===== config.mk =====
export PLATFORM = sky130hd
export DESIGN_NAME = sha_block_padder
export DESIGN_NICKNAME = d
export VERILOG_FILES = /design/src/rtl/sha_pad_pkg.sv /design/src/rtl/sha_pad_tail.sv /design/src/rtl/sha_block_padder.sv
export SDC_FILE = /design/constraint.sdc
export NUM_CORES = 1
export LEC_CHECK = 0
export CORE_UTILIZATION = 40
export DETAILED_ROUTE_END_ITERATION = 7
export DONT_BUFFER_PORTS = 1
export SETUP_SLACK_MARGIN = 0.4
export SLEW_MARGIN = 40
export SYNTH_ARGS = -nofsm -noshare
export SYNTH_HDL_FRONTEND = slang
export SYNTH_SLANG_ARGS = --single-unit

===== constraint.sdc =====
create_clock -name clk -period 8.65 [get_ports clk]
set_input_delay 2.1625 -clock clk [delete_from_list [all_inputs] [get_ports clk]]
set_output_delay 2.1625 -clock clk [all_outputs]
set_load 0.01 [all_outputs]

===== src/rtl/sha_pad_pkg.sv =====
`default_nettype none
// ============================================================================
// Module   : sha_pad_pkg
// Brief    : Shared constants and FSM state type for the SHA block padder.
// Revision : 1.0 - initial release
// ============================================================================
package sha_pad_pkg;

    localparam int        BLOCK_BYTES     = 64;
    localparam int        LEN_FIELD_BYTES = 8;
    localparam logic [7:0] PAD_BYTE       = 8'h80;

    typedef enum logic [1:0] {
        IDLE = 2'd0,
        FILL = 2'd1,
        HOLD = 2'd2,
        XTRA = 2'd3
    } pad_state_t;

endpackage : sha_pad_pkg
`default_nettype wire


===== src/rtl/sha_pad_tail.sv =====
`default_nettype none
// ============================================================================
// Module   : sha_pad_tail
// Brief    : Inserts the 0x80 pad byte and the 64-bit length field into a block.
// Revision : 1.0 - initial release
// ============================================================================
module sha_pad_tail
    import sha_pad_pkg::*;
(
    input  logic [511:0] blk_in,
    input  logic [6:0]   pad_pos,
    input  logic         pad_en,
    input  logic [63:0]  bit_len,
    output logic [511:0] blk_out,
    output logic         need_extra
);

    localparam logic [6:0] c_last_pad_pos = 7'(BLOCK_BYTES - LEN_FIELD_BYTES - 1);

    always_comb begin
        blk_out    = blk_in;
        need_extra = (pad_pos > c_last_pad_pos);
        // pad_pos of 64 means the pad byte spills into the following block
        if (pad_en && !pad_pos[6]) begin
            blk_out[{~pad_pos[5:0], 3'b000} +: 8] = PAD_BYTE;
        end
        if (!need_extra) begin
            blk_out[63:0] = bit_len;
        end
    end

endmodule : sha_pad_tail
`default_nettype wire


===== src/rtl/sha_block_padder.sv =====
`default_nettype none
// ============================================================================
// Module   : sha_block_padder
// Brief    : Packs a byte stream into SHA-padded 512-bit blocks.
//            Define SHA_PAD_LEN_CHECK_EN to add the err output for oversize lengths.
// Revision : 1.0 - initial release
// ============================================================================
module sha_block_padder
    import sha_pad_pkg::*;
#(
    parameter  int MAX_MESSAGE_LENGTH = 1024,
    localparam int LEN_W = $clog2(MAX_MESSAGE_LENGTH + 1)
) (
    input  logic             clk,
    input  logic             reset_n,
    input  logic             start,
    input  logic [LEN_W-1:0] msg_length,
    input  logic [7:0]       msg_data,
    input  logic             msg_valid,
    output logic             msg_ready,
    output logic [511:0]     blk_data,
    output logic             blk_valid,
    input  logic             blk_ready,
    output logic             blk_last,
`ifdef SHA_PAD_LEN_CHECK_EN
    output logic             err,
`endif
    output logic             busy
);

    pad_state_t       r_state;
    pad_state_t       w_state_nxt;
    logic [511:0]     r_buf;
    logic [511:0]     w_fill_blk;
    logic [511:0]     w_tail_in;
    logic [511:0]     w_tail_out;
    logic [LEN_W-1:0] r_len;
    logic [LEN_W-1:0] r_byte_cnt;
    logic [LEN_W-1:0] r_blk_cnt;
    logic [LEN_W-1:0] w_cnt_next;
    logic             r_last;
    logic             r_xtra_pend;
    logic             r_pad_pend;
    logic [5:0]       w_pos;
    logic             w_last_byte;
    logic             w_need_extra;
    logic             w_len_bad;
    logic             w_start_ok;
    logic             w_err_nxt;
    logic [6:0]       w_pad_pos;
    logic             w_pad_en;
    logic [63:0]      w_bit_len;

    assign w_pos       = r_byte_cnt[5:0];
    assign w_cnt_next  = r_byte_cnt + LEN_W'(1);
    assign w_last_byte = (w_cnt_next == r_len);

`ifdef SHA_PAD_LEN_CHECK_EN
    assign w_len_bad = (msg_length > LEN_W'(MAX_MESSAGE_LENGTH));
`else
    assign w_len_bad = 1'b0;
`endif
    assign w_start_ok = (r_state == IDLE) && start && !w_len_bad;

    always_comb begin
        w_fill_blk = r_buf;
        w_fill_blk[{~w_pos, 3'b000} +: 8] = msg_data;
    end

    // One tail inserter serves the last data byte, the extra block and the empty message
    always_comb begin
        w_tail_in = '0;
        w_pad_pos = '0;
        w_pad_en  = r_pad_pend;
        w_bit_len = 64'({r_len, 3'b000});
        if (r_state == FILL) begin
            w_tail_in = w_fill_blk;
            w_pad_pos = {1'b0, w_pos} + 7'd1;
            w_pad_en  = 1'b1;
        end else if (r_state == IDLE) begin
            w_pad_en  = 1'b1;
            w_bit_len = 64'({msg_length, 3'b000});
        end
    end

    sha_pad_tail u_tail (
        .blk_in     (w_tail_in),
        .pad_pos    (w_pad_pos),
        .pad_en     (w_pad_en),
        .bit_len    (w_bit_len),
        .blk_out    (w_tail_out),
        .need_extra (w_need_extra)
    );

    always_ff @(posedge clk or negedge reset_n) begin
        if (!reset_n) begin
            r_state <= IDLE;
        end else begin
            r_state <= w_state_nxt;
        end
    end

    always_comb begin
        w_state_nxt = r_state;
        w_err_nxt   = 1'b0;
        case (r_state)
            IDLE: begin
                if (start && w_len_bad) begin
                    w_err_nxt = 1'b1;
                end else if (w_start_ok) begin
                    w_state_nxt = (msg_length == '0) ? HOLD : FILL;
                end
            end
            FILL: begin
                if (msg_valid && (w_last_byte || (w_pos == 6'd63))) begin
                    w_state_nxt = HOLD;
                end
            end
            HOLD: begin
                if (blk_ready) begin
                    if (r_last)           w_state_nxt = IDLE;
                    else if (r_xtra_pend) w_state_nxt = XTRA;
                    else                  w_state_nxt = FILL;
                end
            end
            XTRA:    w_state_nxt = HOLD;
            default: w_state_nxt = IDLE;
        endcase
    end

    always_ff @(posedge clk or negedge reset_n) begin
        if (!reset_n) begin
            r_buf       <= '0;
            r_len       <= '0;
            r_byte_cnt  <= '0;
            r_blk_cnt   <= '0;
            r_last      <= 1'b0;
            r_xtra_pend <= 1'b0;
            r_pad_pend  <= 1'b0;
        end else begin
            case (r_state)
                IDLE: begin
                    if (w_start_ok) begin
                        r_len       <= msg_length;
                        r_byte_cnt  <= '0;
                        r_blk_cnt   <= '0;
                        r_xtra_pend <= 1'b0;
                        r_pad_pend  <= 1'b0;
                        r_last      <= (msg_length == '0);
                        if (msg_length == '0) begin
                            r_buf <= w_tail_out;
                        end
                    end
                end
                FILL: begin
                    if (msg_valid) begin
                        r_byte_cnt <= w_cnt_next;
                        if (w_last_byte) begin
                            r_buf       <= w_tail_out;
                            r_last      <= !w_need_extra;
                            r_xtra_pend <= w_need_extra;
                            r_pad_pend  <= (w_pos == 6'd63);
                        end else begin
                            r_buf <= w_fill_blk;
                        end
                    end
                end
                HOLD: begin
                    if (blk_ready) begin
                        r_buf     <= '0;
                        r_blk_cnt <= r_blk_cnt + LEN_W'(1);
                        r_last    <= 1'b0;
                    end
                end
                XTRA: begin
                    r_buf       <= w_tail_out;
                    r_last      <= 1'b1;
                    r_xtra_pend <= 1'b0;
                    r_pad_pend  <= 1'b0;
                end
                default: ;
            endcase
        end
    end

`ifdef SHA_PAD_LEN_CHECK_EN
    logic r_err;
    always_ff @(posedge clk or negedge reset_n) begin
        if (!reset_n) r_err <= 1'b0;
        else          r_err <= w_err_nxt;
    end
    assign err = r_err;
`endif

    assign blk_data  = r_buf;
    assign blk_valid = (r_state == HOLD);
    assign blk_last  = r_last;
    assign msg_ready = (r_state == FILL);
    assign busy      = (r_state != IDLE);

endmodule : sha_block_padder
`default_nettype wire


### After elaboration in Yosys (flattened, before gate mapping)

Index checks and enable logic that the tools add are counted.

| storage, ports and cells | value |
|---|---|
| register bits after elaboration | 539 |
| bits of input ports | 24 |

| cells by class | value |
|---|---|
| $add $sub $neg | 4 |
| order comparisons | 1 |
| equal/unequal tests | 11 |
| shift operators | 4 |
| muxes and demuxes | 38 |
| bitwise operators | 2 |
| reductions and logical operators | 17 |

Operator list:

| kind | count |
|---|---|
| $mux 512 | 7 |
| $pmux 512 s4 | 1 |
| $bwmux 512 | 2 |
| $shift 8x11->512 const A | 2 |
| $shiftx 8x11->512 | 1 |
| $shiftx 8x11->512 const A | 1 |
| $mux 64 | 1 |
| $mux 14 | 2 |
| $mux 11 | 2 |
| $neg 9->11 | 2 |
| $pmux 11 s2 | 1 |
| $mux 2 | 6 |
| $not 6->6 | 2 |
| $reduce_and 4->1 | 3 |
| $add 11x1->11 const B | 1 |
| $eq 11x11->1 | 1 |
| $logic_not 11->1 | 1 |
| $mux 1 | 11 |
| $ne 2x1->1 const B | 4 |
| $pmux 2 s4 | 1 |
| $add 6x1->7 const B | 1 |
| $gt 7x6->1 const B | 1 |
| $mux 7 | 1 |
| $eq 6x6->1 const B | 1 |
| 13 further kinds | 21 |

### Depth between registers and ports, before layout

Gate-level depths: netlist of the first run.

| logic depth | value |
|---|---|
| depth in word-level cells | 11 |
| depth in mapped cells | 21 |
| mapped depth without buffers | 13 |

### Cells and area by module

From an unflattened synthesis of the first run, not the netlist that was laid out.

| second synthesis, totals | value |
|---|---|
| cell total of the unflattened synthesis | 5572 |
| area total of the unflattened synthesis | 43611.8 um^2 |

By module, submodules not included:

| module | times used | cells an instance | area an instance (um^2) | sequential area each (um^2) |
|---|---|---|---|---|
| sha_block_padder | 1 | 4826 | 38450.6 | 13487.9 |
| sha_pad_tail | 1 | 746 | 5161.2 | 0.0 |

### Least setup slack after synthesis of the first run

Ideal clock, no wire load.

| timing path | value |
|---|---|
| path type | reg2reg |
| from | reg r_state[1] |
| to | reg r_buf[136] (netlist: blk_data[136]) |
| arrival | 4.865 ns |
| data required time | 8.528 ns |
| setup slack | 3.664 ns |
| stages on the path, launching flop included | 21 |
| buffers on the path | 7 |
| period minus slack after synthesis | 4.986 ns |
| cell sequence | dfrtp_1 inv_1 ha_1 clkbuf_1 clkbuf_1 clkbuf_1 clkbuf_1 buf_1 nand2_1 inv_1 ha_1 clkbuf_1 nand2_1 nor4b_2 a22oi_1 and2_1 or4_4 or2_1 or3_1 clkbuf_1 a32o_1 |

| on the way | value |
|---|---|
| longest elaborated chain between the ends | 10 |
| elaborated cells between the ends (all ways) | 27 |
| those cells by class | add/sub (1); eq/ne (7); shift (2); mux (11); bitwise (1); reduce/logical (5) |

Ends and longest elaborated chain:

| element | line | text |
|---|---|---|
| start: declaration | sha_block_padder.sv:31 | `pad_state_t r_state;` |
| start signal: assignment | sha_block_padder.sv:99 | `r_state <= w_state_nxt;` |
| $eq 2x1->1 * | n/a |  |
| via msg_ready | sha_block_padder.sv:20 | `output logic msg_ready,` |
| $mux 7 * | sha_block_padder.sv:76 | `if (r_state == FILL) begin` |
| via u_tail.pad_pos[0] | sha_pad_tail.sv:11 | `input logic [6:0] pad_pos,` |
| $not 6->6 * | sha_pad_tail.sv:25 | `blk_out[{~pad_pos[5:0], 3'b000} +: 8] = PAD_BYTE;` |
| $neg 9->11 * | sha_pad_tail.sv:25 |  |
| $shiftx 8x11->512 or $shift 8x11->512 (tied branches) | sha_pad_tail.sv:25 |  |
| $bwmux 512 * | sha_pad_tail.sv:25 |  |
| $mux 512 * | sha_pad_tail.sv:24 | `if (pad_en && !pad_pos[6]) begin` |
| $mux 512, on equally long branches | sha_block_padder.sv:158, sha_block_padder.sv:150 |  |
| $mux 512, on equally long branches | sha_block_padder.sv:156, sha_block_padder.sv:143 |  |
| $pmux 512 s4 * | sha_block_padder.sv:141 | `case (r_state)` |
| end signal: assignment | sha_block_padder.sv:151 | `r_buf <= w_tail_out;` |
| end signal: assignment | sha_block_padder.sv:159 | `r_buf <= w_tail_out;` |
| end signal: assignment | sha_block_padder.sv:164 | `r_buf <= w_fill_blk;` |
| end: declaration | sha_block_padder.sv:33 | `logic [511:0] r_buf;` |

The timed path passes the listed nets; every way through them passes the cells marked *. The select of a mux whose other input is x is not followed.
A chain may end at the register's enable or synchronous reset.

### Worst setup path after layout of the first run

| timing path | value |
|---|---|
| from | reg r_byte_cnt[0] |
| to | reg r_buf[255] (netlist: blk_data[255]) |

| on the way | value |
|---|---|
| longest elaborated chain between the ends | 10 |
| elaborated cells between the ends (all ways) | 23 |
| those cells by class | add/sub (4); eq/ne (1); shift (4); mux (10); bitwise (2); reduce/logical (2) |

Ends and longest elaborated chain:

| element | line | text |
|---|---|---|
| start: declaration | sha_block_padder.sv:38 | `logic [LEN_W-1:0] r_byte_cnt;` |
| start signal: assignment | sha_block_padder.sv:157 | `r_byte_cnt <= w_cnt_next;` |
| $add 6x1->7 or $not 6->6 (tied branches) | sha_block_padder.sv:78, sha_block_padder.sv:67 |  |
| $mux 7 or $neg 9->11 (tied branches) | sha_block_padder.sv:76, sha_block_padder.sv:67 |  |
| $not 6->6 (tied with other cells) | sha_pad_tail.sv:25 |  |
| $neg 9->11 or $bwmux 512 (tied branches) | sha_pad_tail.sv:25, sha_block_padder.sv:67 |  |
| $shiftx 8x11->512 (tied with other cells) | sha_pad_tail.sv:25 |  |
| $bwmux 512 | sha_pad_tail.sv:25 |  |
| $mux 512 | sha_pad_tail.sv:24 |  |
| $mux 512, on equally long branches | sha_block_padder.sv:158, sha_block_padder.sv:150 |  |
| $mux 512, on equally long branches | sha_block_padder.sv:156, sha_block_padder.sv:143 |  |
| $pmux 512 s4 * | sha_block_padder.sv:141 |  |

Mark *: on every way between the ends. The rest lies on a longest branch, timed or not. The select of a mux whose other input is x is not followed.

==> summary.md, run 1 <==
| Metric | Value |
|---|---|
| Hold Startpoint | `r_pad_pend` |
| Starting density of the core | `40.63%` |
| Register area | `0.01349 mm2` |
| Slew Limit Fails | `326` |
| Share of cells above drive strength 1 | `10.16%` |
| Crit path from | `r_byte_cnt[0]` |
| Clock share of power | `29.1%` |
| NumNets Final | `2037` |
| H-tree depth | `2` |
| Final Total Pwr | `8.699 mW` |
| Gr ovfl total | `0` |
| Status | `complete, but fails checks` |
| WP data required | `9.17 ns` |
| Slowest cell on the critical path | `dfrtp_1` |
| Syn Inst Count | `2079` |
| Mapped Nets | `2113` |
| Post-CTS Resized | `0` |
| I/O pin count | `540` |
| Syn Area/Cell | `11.30 um2` |
| Total GRT Usage | `31.67%` |
| Worst VDD drop | `0.0001745 V` |
| Int Power | `4.834 mW` |
| Yosys cell types | `80` |
| CP Class | `reg2reg` |
| Slew HR | `-61.19%` |
| Fmax | `185.4 MHz` |
| Most common cell on crit path | `nor2_1` |
| Worst-Margin Slew | `2.418 ns` |
| Min Tclk post-route | `5.394 ns` |
| Post-synth EDFFs | `0` |
| Fin Clk Skew | `0.02718 ns` |
| Reg clk slew, reported paths | `0.06 ns` |
| CTS Hold Bufs | `0` |
| RSZ-0062 raised after global routing | `false` |
| Nature of the critical path endpoint | `flop` |
| First drt pass iteration count | `6` |
| Cell area after synthesis | `0.02349 mm2` |
| Met2 GRT Util | `48.13%` |
| Worst EP arrival | `5.91 ns` |
| Clock Latency Late Sink | `0.63 ns` |
| Crit path largest cell delay | `0.72 ns` |
| Sw Share | `44.43%` |
| Clk root buf | `clkbuf_16` |
| Max-cap violations | `0` |
| Final Hold Fails | `0` |
| Routed Antenna Nets | `0` |
| GPL Wtd Cong | `0.9546` |
| Core footprint | `0.05781 mm2` |
| Initial antenna violation count | `1` |
| Setup WS pre-CTS | `3.088 ns` |
| DR vias | `19270` |
| DP Wirelength | `65470 um` |
| Grt peak-use layer | `met2` |
| First-pass GRT wire length | `138900 um` |
| FFs w/ async S/R, synth | `100.0%` |
| Vias per std cell | `6.850` |
| Met3 Track Usage GR | `10.33%` |
| YS warnings | `0` |
| Die width | `244.3 um` |
| DP Area | `0.02413 mm2` |
| Final setup violation count | `0` |
| Final worst slack | `3.256 ns` |
| Total wire length | `96520 um` |
| Largest net degree at the start of global routing | `540` |
| DRC Markers | `0` |
| Number of global-route vias before repair | `18630` |
| CTS tree | `yes` |
| Rows | `88` |
| Min-delay worst type | `reg2reg` |
| Area growth syn-to-layout | `11.25%` |
| P_leak | `11.41 nW` |
| Critical path peak fanout | `27` |
| Clock sinks | `539` |
| Clk buf depth | `3` |
| I/O Buffers | `0` |
| ANT cells | `0` |
| Met1 Use GR | `41.56%` |
| CTS Buf Count | `56` |
| Routed WL per cell | `34.31 um` |
| DR iter-0 viols | `2041` |
| Flop pwr share | `34.1%` |
| Reg2reg start | `r_byte_cnt[0]` |
| Element type at the critical path start | `flop` |
| FILL cells | `5298` |
| Cell Chain, Critical Path | `ha_1, nand4_1, nor2_1, nand3_1, and3_4, o31a_2, buf_4, nor2_1, nand2_1, o221ai_1` |
| Area occupied by multi-input gates | `0.009465 mm2` |
| Fin Setup TNS | `0 ns` |
| Die height | `244.3 um` |
| Sequential element share of the synthesized area | `57.43%` |
| Switching power | `3.865 mW` |
| Failing checks | `max-slew violations` |
| Top FF cell, synth | `dfrtp_1` |
| Combinational share of power | `36.8%` |
| Total setup buffers inserted after CTS | `0` |
| Die footprint | `0.05968 mm2` |
| Register bit total from synthesis | `539` |
| Pwr dens | `333.0 mW/mm2` |
| Post-route cell area | `0.02613 mm2` |
| Fin crit share | `62.36%` |
-- layout make-up --
| cell class | count | share of cell area [%] |
|---|---|---|
| clock buffer | 78 | 6.221 |
| timing repair buffer | 28 | 0.8476 |
| sequential | 539 | 51.63 |
| multi-input combinational | 1355 | 36.23 |
| clock inverter | 25 | 1.082 |
| tap | 765 | 3.663 |
| inverter | 23 | 0.3304 |
-- power by group through the flow --
stage	clock network [mW]	registers (mW)	logic (mW)
floorplan	0	2.88	1.97
global placement	0	3.01	3.00
detailed placement	0	3.01	3.07
CTS	2.54	2.96	3.08
global route	2.65	2.99	3.37
finish	2.53	2.97	3.20
-- metal layers --
layer | wire length (um) | up-vias | part of all wire [%]
met5 | 0 | - | 0
met4 | 4298 | 0 | 4.5
met3 | 10600 | 228 | 11
met2 | 43330 | 1239 | 45
met1 | 38290 | 9937 | 40
li1 | - | 7864 | -
-- final timing paths --
path | end | slack, ns | depth (start not counted)
max in group asynchronous | r_byte_cnt[3] | 5.33 | 0
worst min register to register | r_pad_pend | 0.48 | 2
worst max register to register | blk_data[255] | 3.26 | 10
min in group asynchronous | blk_data[426] | 1.24 | 0
worst max-delay path | blk_data[255] | 3.26 | 10
worst min-delay path | r_pad_pend | 0.48 | 2
-- Yosys cell counts (all sizes together), types with 4 or more instances --
cell type    n  area share, %
or3         15           0.40
and3        15           0.42
nand4        8           0.21
and2        15           0.40
a32oi        4           0.15
o21ai      154            3.3
nand3       23           0.49
buf         40           0.80
o31ai       40            1.3
a31o         9           0.34
nand2      175            2.8
or4          4           0.14
nor4        12           0.35
a21o         4           0.13
a32o        45            1.9
o22a        10           0.37
clkbuf     122            1.9
inv         21           0.34
o221ai      13           0.48
nor2        94            1.5
a211oi       8           0.26
a31oi       15           0.40
xnor2       13           0.52
nor3        63            1.4
o22ai       16           0.43
nand2b       8           0.21
mux2i        7           0.30
ha          10           0.53
o2bb2ai     60            2.2
a221o       19           0.81
dfrtp      539             57
mux2        19           0.91
a22oi       40            1.3
xor2         4           0.15
o311ai      11           0.41
a22o       314             12
a21oi       47            1.0
o211ai       4           0.13
or2         13           0.35
o211a        4           0.17
-- cells by family after synthesis --
kind of cell,share of synthesized area (%)
compound gates,27.78
xor+xnor,0.7618
fa+ha+maj,0.5328
buf+inv,3.122
flops,57.43
mux,1.209
simple gates,9.164
-- worst max-delay path: cells and delay by family, from the launching register on --
kind	cells	cell delay, ns
simple gates	6	2.60
buf+inv	1	0.34
flops	1	0.72
compound gates	2	0.96
fa+ha+maj	1	0.65
-- state kept, by name, summed over array words and instances, names as in the netlist --
name         count
r_state          2
r_byte_cnt      11
r_len           11
blk_last         1
blk_data       512
r_xtra_pend      1
r_pad_pend       1
-- placed cells by master (no fill, tap or decap), types with 14 or more instances in the layout --
cell,count
o21ai_0,123
a221o_1,19
o31ai_1,34
clkbuf_16,57
and2_1,14
dfrtp_1,538
or3_1,15
o2bb2ai_1,60
nor3_1,57
o21ai_1,24
and3_1,14
a32o_1,45
a21oi_1,46
a22oi_1,40
mux2_2,19
buf_4,25
o22ai_1,16
nand2_1,173
inv_1,21
a22o_1,314
nand3_1,23
nor2_1,92
-- metrics by stage --
stage	hold slack (ns)	instances	util [%]
5_1_grt	0.5359	2813	45.20
4_1_cts	0.4898	2811	45.05
3_5_place_dp	0.4755	2708	41.75
6_report	0.4842	2813	45.20
2_1_floorplan	0.4421	2079	-
3_3_place_gp	0.4660	2706	41.56
No activity file was read; power rests on OpenSTA's default activity.
==> run 2: changes to the inputs <==
==> constraint.sdc (replaced) <==
create_clock -name clk -period 4.75 [get_ports clk]
set_input_delay 1.1875 -clock clk [delete_from_list [all_inputs] [get_ports clk]]
set_output_delay 1.1875 -clock clk [all_outputs]
set_load 0.01 [all_outputs]
==> summary.md, run 2 (synthesis gave the netlist of run 1 again) <==
| Metric | Value |
|---|---|
| Status | `completed` |
| Slew HR | `18.09%` |
| Die footprint | `0.05968 mm2` |
| Slew Limit Fails | `0` |
| CP Class | `reg2reg` |
| Fin Setup TNS | `0 ns` |
| Final worst slack | `0.5321 ns` |
| Routed WL per cell | `33.82 um` |
| First-pass GRT wire length | `140000 um` |
| DP Wirelength | `66490 um` |
| Reg2reg start | `r_byte_cnt[0]` |
| Fmax | `237.1 MHz` |
| Cell Chain, Critical Path | `ha_2, nand2_1, inv_1, ha_1, buf_4, o21ai_1, o21ai_1, a211o_1, and2_1, or4_4, or2_1, or3_1, a32o_1` |
| P_leak | `11.66 nW` |
| Total GRT Usage | `31.84%` |
| DRC Markers | `0` |
| Number of global-route vias before repair | `18970` |
| Final Hold Fails | `0` |
| GPL Wtd Cong | `0.9667` |
| Commonest non-fill, non-tap cell in the layout | `dfrtp_1` |
| Reg clk slew, reported paths | `0.07 ns` |
| CTS tree | `yes` |
| Total wire length | `96940 um` |
| Fin Clk Skew | `0.04081 ns` |
| Vias per std cell | `6.740` |
| Max reg flops | `512` |
| Largest net degree at the start of global routing | `540` |
| Clk root buf | `clkbuf_16` |
| Worst-Margin Slew | `1.229 ns` |
| Buffers plus inverters on the worst setup path | `2` |
| DR iter-0 viols | `2155` |
| Nature of the critical path endpoint | `flop` |
| I/O pin count | `540` |
| Clock sinks | `539` |
| DR vias | `19320` |
| Area growth syn-to-layout | `12.88%` |
| Element type at the critical path start | `flop` |
| Final setup violation count | `0` |
| Routed Antenna Nets | `0` |
| Crit path from | `r_byte_cnt[0]` |
| Most common cell on crit path | `o21ai_1` |
| RSZ-0062 raised after global routing | `true` |
| Die width | `244.3 um` |
| Max-cap violations | `0` |
| H-tree depth | `2` |
| Initial antenna violation count | `4` |
| Worst EP arrival | `4.75 ns` |
| Critical path peak fanout | `15` |
| Rows | `88` |
| Core footprint | `0.05781 mm2` |
| CTS Buf Count | `58` |
| Starting density of the core | `40.63%` |
| NumNets Final | `2091` |
| Share of cells above drive strength 1 | `12.19%` |
| Slowest cell on the critical path | `or4_4` |
| Min-delay worst type | `in2async` |
| Total setup buffers inserted after CTS | `0` |
| Pwr dens | `606.9 mW/mm2` |
| Die height | `244.3 um` |
| WP data required | `5.28 ns` |
| Kind of cell with the highest combined delay on the critical path | `simple AND/OR/NAND/NOR gates` |
| Gr ovfl total | `0` |
| Crit path largest cell delay | `0.66 ns` |
| Clock Latency Late Sink | `0.65 ns` |
| Most frequent cells in the layout | `dfrtp_1, a22o_1, nand2_1, o21ai_0, nor2_1` |
| First drt pass iteration count | `7` |
| I/O Buffers | `0` |
| Fin crit share | `88.80%` |
| Min Tclk post-route | `4.218 ns` |
| Clk buf depth | `3` |
| Worst VDD drop | `0.0003529 V` |
| Setup WS pre-CTS | `0.4160 ns` |
run 2: cell count changes in the layout (fill, tap and decap cells not counted), moves of 2 or more:
cell / before / now
buf_4: 25 / 79
clkbuf_8: 12 / 10
clkinv_2: 13 / 10
clkinv_4: 0 / 3
nor3_1: 57 / 59
nor3_2: 6 / 4
nor4_1: 9 / 11
o21ai_1: 24 / 26
o21ai_2: 7 / 5
run 2: final timing paths:
kind                            endpoint  slack [ns]  depth (start not counted)
max                        blk_data[259]        0.53                         13
min                        blk_data[152]        0.25                          0
max reg2reg                blk_data[259]        0.53                         13
min reg2reg                  r_xtra_pend        0.48                          2
max in group asynchronous  blk_data[138]        3.51                          0
min in group clk             r_xtra_pend        0.48                          2
run 2: metrics by stage:
| step | area, um2 | hold slack [ns] | power, mW | cells | utilization (%) |
|---|---|---|---|---|---|
| floorplan | 23510 | 0.4421 | 8.848 | 2079 | - |
| global placement | 24450 | 0.4635 | 11.14 | 2762 | 42.31 |
| detailed placement | 24520 | 0.4713 | 11.27 | 2762 | 42.41 |
| CTS | 26460 | 0.2326 | 15.92 | 2865 | 45.77 |
| global route | 26510 | 0.2266 | 16.66 | 2866 | 45.86 |
| finish | 26510 | 0.2487 | 16.09 | 2866 | 45.86 |
run 2: worst register-to-register path, delay by kind of cell (launching register included):
| kind | cells | cell delay, ns |
|---|---|---|
| buffers and inverters | 2 | 0.24 |
| flip-flops | 1 | 0.51 |
| AO/OA/AOI/OAI | 4 | 0.88 |
| adder cells (fa/ha/maj) | 2 | 0.60 |
| AND/OR/NAND/NOR | 5 | 1.89 |
run 2: timing repair:
action / 4_1_cts / 5_1_grt
setup endpoints to repair: 0 / 205
hold buffers: 0 / 0
resized for setup: 0 / 6
run 2: per-layer routing:
| layer | share of wire [%] | wire length [um] | up-vias | track usage [%] |
|---|---|---|---|---|
| li1 | - | - | 7975 | - |
| met1 | 39 | 38250 | 9987 | 41.51 |
| met3 | 11 | 10720 | 190 | 10.51 |
| met4 | 3.2 | 3060 | 2 | 10.42 |
| met2 | 46 | 44890 | 1163 | 49.83 |
| met5 | 0.013 | 13 | - | 0 |
run 2: layout make-up:
type	instances	area, um2
Timing Repair Buffer	80	613.1
Fill cell	5319	31300
Antenna cell	1	2.502
Clock inverter	25	312.8
Multi-Input combinational cell	1355	9423
Clock buffer	78	1627
Inverter	23	86.33
Sequential cell	539	13490
Tap cell	765	957.2
run 2: report_power, final:
group | switching [mW] | leakage [nW] | internal [mW]
Sequential | 0.536 | 7.48 | 4.88
Clock | 1.99 | 0.948 | 2.68
Combinational | 4.55 | 3.23 | 1.45
